$ cat config.mk
export PLATFORM = sky130hd
export DESIGN_NAME = cursor_repeat_ctrl_flat
export DESIGN_NICKNAME = d
export VERILOG_FILES = /design/src/rtl/cursor_repeat_if.sv /design/src/rtl/cursor_repeat_ctrl.sv /design/src/flat_wrapper.sv
export SDC_FILE = /design/constraint.sdc
export NUM_CORES = 1
export LEC_CHECK = 0
export BUFFER_PORTS_ARGS = -buffer_cell sky130_fd_sc_hd__buf_2
export CORE_MARGIN = 2
export CORE_UTILIZATION = 63
export DETAILED_ROUTE_END_ITERATION = 7
export GPL_TIMING_DRIVEN = 0
export PLACE_DENSITY = 0.85
export SYNTH_ARGS = -nofsm -noshare
export SYNTH_HDL_FRONTEND = slang
export SYNTH_SLANG_ARGS = --single-unit
$ cat constraint.sdc
create_clock -name clk -period 5.1 [get_ports clk]
set_input_delay 0.765 -clock clk [delete_from_list [all_inputs] [get_ports clk]]
set_output_delay 0.765 -clock clk [all_outputs]
set_load 0.05 [all_outputs]
$ cat src/rtl/cursor_repeat_if.sv
// cursor_repeat_if: button levels in, cursor position and event strobes out
interface cursor_repeat_if;
  logic [4:0] btn_level;
  logic [3:0] row;
  logic [3:0] col;
  logic       move_pulse;
  logic       sel_pulse;
  logic [3:0] sel_row;
  logic [3:0] sel_col;
  logic [1:0] owner;
  logic       busy;
  modport master(output btn_level, input row, col, move_pulse, sel_pulse, sel_row, sel_col, owner, busy);
  modport slave(input btn_level, output row, col, move_pulse, sel_pulse, sel_row, sel_col, owner, busy);
endinterface

$ cat src/rtl/cursor_repeat_ctrl.sv
// cursor_repeat_ctrl: arbitrated cursor auto-repeat and select edge for a GRIDxGRID board; CURSOR_WRAP_EN selects toroidal wrap instead of edge saturation
module cursor_repeat_ctrl #(
  parameter int DELAY_CYC  = 3000000,
  parameter int REPEAT_CYC = 900000,
  parameter int CNT_W      = 22,
  parameter int GRID       = 9
) (
  input logic clk,
  input logic rst,
  cursor_repeat_if.slave bus
);
  typedef enum logic [1:0] {IDLE, HOLD, REPEAT} state_t;
  localparam logic [CNT_W-1:0] D_END = CNT_W'(DELAY_CYC - 1);
  localparam logic [CNT_W-1:0] R_END = CNT_W'(REPEAT_CYC - 1);
  localparam logic [3:0] LAST = 4'(GRID - 1);
  state_t state, state_n;
  logic [CNT_W-1:0] cnt, cnt_n;
  logic [1:0] pick, own;
  logic mv, ok, edge_hit, sel_q, sel_rise;
  logic [3:0] row_n, col_n;
  assign pick = bus.btn_level[0] ? 2'd0 : bus.btn_level[1] ? 2'd1 : bus.btn_level[2] ? 2'd2 : 2'd3;
  assign own = (state == IDLE) ? pick : bus.owner;
  assign edge_hit = own == 2'd0 ? bus.row == 4'd0 : own == 2'd1 ? bus.row == LAST : own == 2'd2 ? bus.col == 4'd0 : bus.col == LAST;
  assign row_n = own == 2'd0 ? (edge_hit ? LAST : bus.row - 4'd1) : own == 2'd1 ? (edge_hit ? 4'd0 : bus.row + 4'd1) : bus.row;
  assign col_n = own == 2'd2 ? (edge_hit ? LAST : bus.col - 4'd1) : own == 2'd3 ? (edge_hit ? 4'd0 : bus.col + 4'd1) : bus.col;
`ifdef CURSOR_WRAP_EN
  assign ok = 1'b1;
`else
  assign ok = !edge_hit;
`endif
  assign sel_rise = bus.btn_level[4] & ~sel_q;
  // direction FSM: release beats the counter terminal; both terminals share one counter
  always_comb begin
    state_n = state;
    cnt_n = cnt;
    mv = 1'b0;
    if (state == IDLE) begin
      if (|bus.btn_level[3:0]) begin
        state_n = HOLD;
        cnt_n = '0;
        mv = 1'b1;
      end
    end else if (!bus.btn_level[bus.owner]) begin
      state_n = IDLE;
      cnt_n = '0;
    end else if (cnt == ((state == HOLD) ? D_END : R_END)) begin
      state_n = REPEAT;
      cnt_n = '0;
      mv = 1'b1;
    end else begin
      cnt_n = cnt + 1'b1;
    end
  end
  // state, cursor and strobe registers; select captures the pre-move position
  always_ff @(posedge clk or posedge rst) begin
    if (rst) begin
      state <= IDLE;
      cnt <= '0;
      sel_q <= 1'b0;
      bus.row <= '0;
      bus.col <= '0;
      bus.move_pulse <= 1'b0;
      bus.sel_pulse <= 1'b0;
      bus.sel_row <= '0;
      bus.sel_col <= '0;
      bus.owner <= '0;
      bus.busy <= 1'b0;
    end else begin
      state <= state_n;
      cnt <= cnt_n;
      bus.busy <= state_n != IDLE;
      bus.move_pulse <= mv & ok;
      if (mv) bus.owner <= own;
      if (mv & ok) begin
        bus.row <= row_n;
        bus.col <= col_n;
      end
      sel_q <= bus.btn_level[4];
      bus.sel_pulse <= sel_rise;
      if (sel_rise) begin
        bus.sel_row <= bus.row;
        bus.sel_col <= bus.col;
      end
    end
  end
endmodule
$ cat src/flat_wrapper.sv
// flat-port wrapper written by rule: the top's interface ports become plain ports
module cursor_repeat_ctrl_flat 
#(
  parameter int DELAY_CYC  = 3000000,
  parameter int REPEAT_CYC = 900000,
  parameter int CNT_W      = 22,
  parameter int GRID       = 9
)
  (clk, rst, bus_btn_level, bus_row, bus_col, bus_move_pulse, bus_sel_pulse, bus_sel_row, bus_sel_col, bus_owner, bus_busy);
  cursor_repeat_if bus_i ();
  input logic clk;
  input logic rst;
  input wire logic [$bits(bus_i.btn_level)-1:0] bus_btn_level;
  output wire logic [$bits(bus_i.row)-1:0] bus_row;
  output wire logic [$bits(bus_i.col)-1:0] bus_col;
  output wire logic [$bits(bus_i.move_pulse)-1:0] bus_move_pulse;
  output wire logic [$bits(bus_i.sel_pulse)-1:0] bus_sel_pulse;
  output wire logic [$bits(bus_i.sel_row)-1:0] bus_sel_row;
  output wire logic [$bits(bus_i.sel_col)-1:0] bus_sel_col;
  output wire logic [$bits(bus_i.owner)-1:0] bus_owner;
  output wire logic [$bits(bus_i.busy)-1:0] bus_busy;
  assign bus_i.btn_level = bus_btn_level;
  assign bus_row = bus_i.row;
  assign bus_col = bus_i.col;
  assign bus_move_pulse = bus_i.move_pulse;
  assign bus_sel_pulse = bus_i.sel_pulse;
  assign bus_sel_row = bus_i.sel_row;
  assign bus_sel_col = bus_i.sel_col;
  assign bus_owner = bus_i.owner;
  assign bus_busy = bus_i.busy;
  cursor_repeat_ctrl #(.DELAY_CYC(DELAY_CYC), .REPEAT_CYC(REPEAT_CYC), .CNT_W(CNT_W), .GRID(GRID)) u_core (.clk(clk), .rst(rst), .bus(bus_i));
endmodule
==> insert_results.sql <==
INSERT INTO impl_metrics (metric_group, metric, value, unit) VALUES
('setup_path', 'reg2reg_to', 'u_core.cnt[18]', ''),
('logic_synthesis', 'synth-seq-area-share', '44.9', '%'),
('setup_path', 'crit_path_max_fanout', '5', ''),
('global_routing', 'antenna_violations_before_repair', '0', ''),
('global_routing', 'aggregate_global_route_resource_usage', '26.2', '%'),
('power', 'power.switching_fraction', '48.3', '%'),
('logic_synthesis', 'async_reset_ff_share', '100', '%'),
('final_layout', 'syn_to_final_growth', '12.6', '%'),
('detailed_routing', 'drtPass1Iterations', '4', ''),
('logic_synthesis', 'synth_top_flop_cell', 'sky130_fd_sc_hd__dfrtp_1', ''),
('setup_path', 'cp_cell_sequence', 'ha_1 -> nand4_1 -> a2111oi_0 -> and3_1 -> nand3_1 -> xor2_1 -> nor2_1', ''),
('setup_path', 'endpoint_type_of_the_worst_setup_path', 'flop', ''),
('setup_path', 'worstRegToRegCells', '7', ''),
('detailed_routing', 'wirelength', '5440', 'um'),
('clock_tree', 'clock_insertion_delay_worst_skew', '0.30', 'ns'),
('clock_tree', 'cts_buffers', '5', ''),
('clock_tree', 'cts_tree', 'built', ''),
('global_routing', 'maximum_number_of_pins_on_one_net_before_global_route_repair', '31', ''),
('timing', 'max_slew.worst_pin.slew', '1.26', 'ns'),
('power', 'total_power', '1.73', 'mW'),
('clock_tree', 'clkTransAtPathRegs', '0.09', 'ns'),
('logic_synthesis', 'post-synth-top-area-cell', 'sky130_fd_sc_hd__dfrtp_1', ''),
('final_layout', 'final_cell_area', '2890', 'sq um'),
('clock_tree', 'clockBufferDepth', '2', ''),
('detailed_routing', 'ant_nets', '0', ''),
('global_routing', 'wire_length_of_the_first_global_routing_pass', '8950', 'um'),
('final_layout', 'final_layout_size_suffix_gt1_share', '18.6', '%'),
('logic_synthesis', 'netlist_top_cells_area', 'sky130_fd_sc_hd__dfrtp_1 45%, sky130_fd_sc_hd__nor2_1 4.1%, sky130_fd_sc_hd__o21ai_0 4.1%', ''),
('setup_path', 'critical_path.startpoint_type', 'flop', ''),
('logic_synthesis', 'synthesis.area', '2570', 'sq um'),
('setup_path', 'critical_path.max_stage_delay', '1.10', 'ns'),
('die', 'full_die_area', '4600', 'sq um'),
('logic_synthesis', 'ys_seq_elements', '46', ''),
('final_layout', 'layout_common_cells', '46 x sky130_fd_sc_hd__dfrtp_1, 28 x sky130_fd_sc_hd__nor2_1, 28 x sky130_fd_sc_hd__buf_2', ''),
('global_routing', 'vias_in_the_first_global_route', '1938', ''),
('detailed_routing', 'drt_first_iter_violations', '166', ''),
('power', 'p_seq_share', '31.2', '%'),
('clock_tree', 'clkSinkCount', '46', ''),
('timing', 'final_period_minus_worst_setup_slack', '2.61', 'ns'),
('timing', 'finClkSkew', '0.0122', 'ns'),
('final_layout', 'antenna_cells_inserted', '0', ''),
('detailed_routing', 'vias', '2138', ''),
('logic_synthesis', 'synthesis.nets', '283', ''),
('final_layout', 'layout.cells.most_common', 'sky130_fd_sc_hd__dfrtp_1', ''),
('timing', 'max-slew-margin-rel', '14.0', '%'),
('logic_synthesis', 'yosysWarningCount', '0', ''),
('setup_path', 'required', '5.30', 'ns'),
('final_layout', 'finalNetCount', '318', ''),
('setup_path', 'timing.critical_path.from', 'u_core.cnt[0]', ''),
('logic_synthesis', 'synth_top_area_share', '44.9', '%'),
('logic_synthesis', 'synth.avg_cell_area', '9.50', 'sq um'),
('detailed_routing', 'avgRoutedWirePerCell', '15.3', 'um'),
('power', 'comb_power_share', '53.3', '%'),
('clock_tree', 'h_tree_levels', '2', ''),
('setup_path', 'cp-endpoint', 'u_core.cnt[18]', ''),
('placed_design', 'detailedPlacementHpwl', '3930', 'um'),
('timing', 'hold_viol_final', '0', ''),
('global_routing', 'overflow', '0', ''),
('timing', 'max_clock_freq', '383', 'MHz'),
('setup_path', 'timing.critical_path.arrival', '2.81', 'ns'),
('power', 'cellLeakagePower', '1.28', 'nW'),
('timing', 'timing.final.crit_share', '51.3', '%'),
('timing', 'final-max-slew-violation-count', '0', ''),
('clock_tree', 'cts_root_buf', 'sky130_fd_sc_hd__clkbuf_8', ''),
('timing', 'final-setup-viol-count', '0', ''),
('power', 'vdd_drop_max', '0.352', 'mV'),
('outcome', 'run_status', 'complete, no violations', ''),
('logic_synthesis', 'synth_enable_flop_cells', '0', ''),
('placed_design', 'numPortBuffers', '27', ''),
('power', 'power.clock.fraction', '15.5', '%'),
('clock_tree', 'cts_hold_buf', '0', '');
==> through the flow <==
step | hold WS [ns] | util [%] | setup WS (ns) | instances
6_report | 0.437 | 72.8 | 2.49 | 356
5_1_grt | 0.457 | 72.8 | 2.37 | 356
4_1_cts | 0.436 | 72.8 | 2.58 | 356
3_5_place_dp | 0.465 | 70.1 | 2.35 | 348
3_3_place_gp | 0.455 | 69.6 | 2.39 | 347
2_1_floorplan | 0.487 | - | 2.73 | 270
==> metal layers <==
layer  wire length (um)  up-vias  global-route usage (%)  part of all wire, %
li1                   -     1030                       -                    -
met1               2500     1028                    36.5                   46
met2               2540       71                    40.7                   47
met3                327        9                    5.76                  6.0
met4                 77        0                    8.50                  1.4
met5                  0        -                       0                    0
==> worst max-delay path: cells and delay by family (launching register included) <==
family | cells | cell delay (ns)
fa+ha+maj | 1 | 0.23
xor+xnor | 1 | 0.14
compound gates | 1 | 1.10
flops | 1 | 0.42
simple gates | 4 | 0.63
==> final cells by class <==
cell class	count	area, sq um
tap	50	62.6
clock buffer	7	76.3
fill	310	1080
multi-input combinational	205	1320
inverter	12	45.0
timing repair buffer	28	155
sequential	46	1150
buffer	7	46.3
clock inverter	1	30.0
==> registers in the layout, indices dropped and copies added, names as in the netlist <==
name and flops:
u_core.bus.sel_row 4, u_core.bus.sel_pulse 1, u_core.bus.busy 1, u_core.sel_q 1, u_core.cnt 22, u_core.bus.sel_col 4, u_core.bus.row 4, u_core.bus.col 4
u_core.bus.move_pulse 1, u_core.bus.owner 2, u_core.state 2
==> cells in the mapped netlist, types with 4 or more instances <==
cell type / instances
sky130_fd_sc_hd__mux2i_1: 4
sky130_fd_sc_hd__or4_1: 4
sky130_fd_sc_hd__nor4_1: 4
sky130_fd_sc_hd__ha_1: 6
sky130_fd_sc_hd__a21oi_1: 9
sky130_fd_sc_hd__or3_1: 6
sky130_fd_sc_hd__o21ai_0: 21
sky130_fd_sc_hd__dfrtp_1: 46
sky130_fd_sc_hd__and3_1: 5
sky130_fd_sc_hd__nand3_1: 14
sky130_fd_sc_hd__nor2_1: 28
sky130_fd_sc_hd__xor2_1: 11
sky130_fd_sc_hd__mux2_2: 6
sky130_fd_sc_hd__and2_1: 4
sky130_fd_sc_hd__nand4_1: 8
sky130_fd_sc_hd__nand2_1: 26
sky130_fd_sc_hd__xnor2_1: 9
sky130_fd_sc_hd__inv_1: 12
==> worst min-delay path by stage <==
stage / end / cells after the start
2_1_floorplan: u_core.cnt[21] / 1
3_3_place_gp: u_core.bus.sel_col[0] / 2
3_5_place_dp: u_core.bus.sel_row[0] / 2
4_1_cts: u_core.bus.row[1] / 2
5_1_grt: u_core.bus.sel_col[1] / 2
6_report: u_core.bus.col[2] / 2
==> kinds of logic (layout without fill, tap and decap cells) <==
group / after synthesis / in the layout / share of synthesized area (%)
compound gates: 51 / 51 / 13.1
xor+xnor: 20 / 20 / 6.83
fa+ha+maj: 6 / 6 / 2.93
flops: 46 / 46 / 44.9
buf+inv: 19 / 55 / 3.56
simple gates: 117 / 117 / 23.6
mux: 11 / 11 / 5.07
==> power by group through the flow <==
stage                     clock network, mW  logic, mW  registers [mW]
after floorplan                           0      0.472           0.790
after global placement                    0      0.893           0.540
after detailed placement                  0      0.917           0.547
after CTS                             0.271      0.920           0.540
after global routing                  0.285       1.01           0.555
final                                 0.268      0.923           0.540
Power figures use the tool's default switching activity.
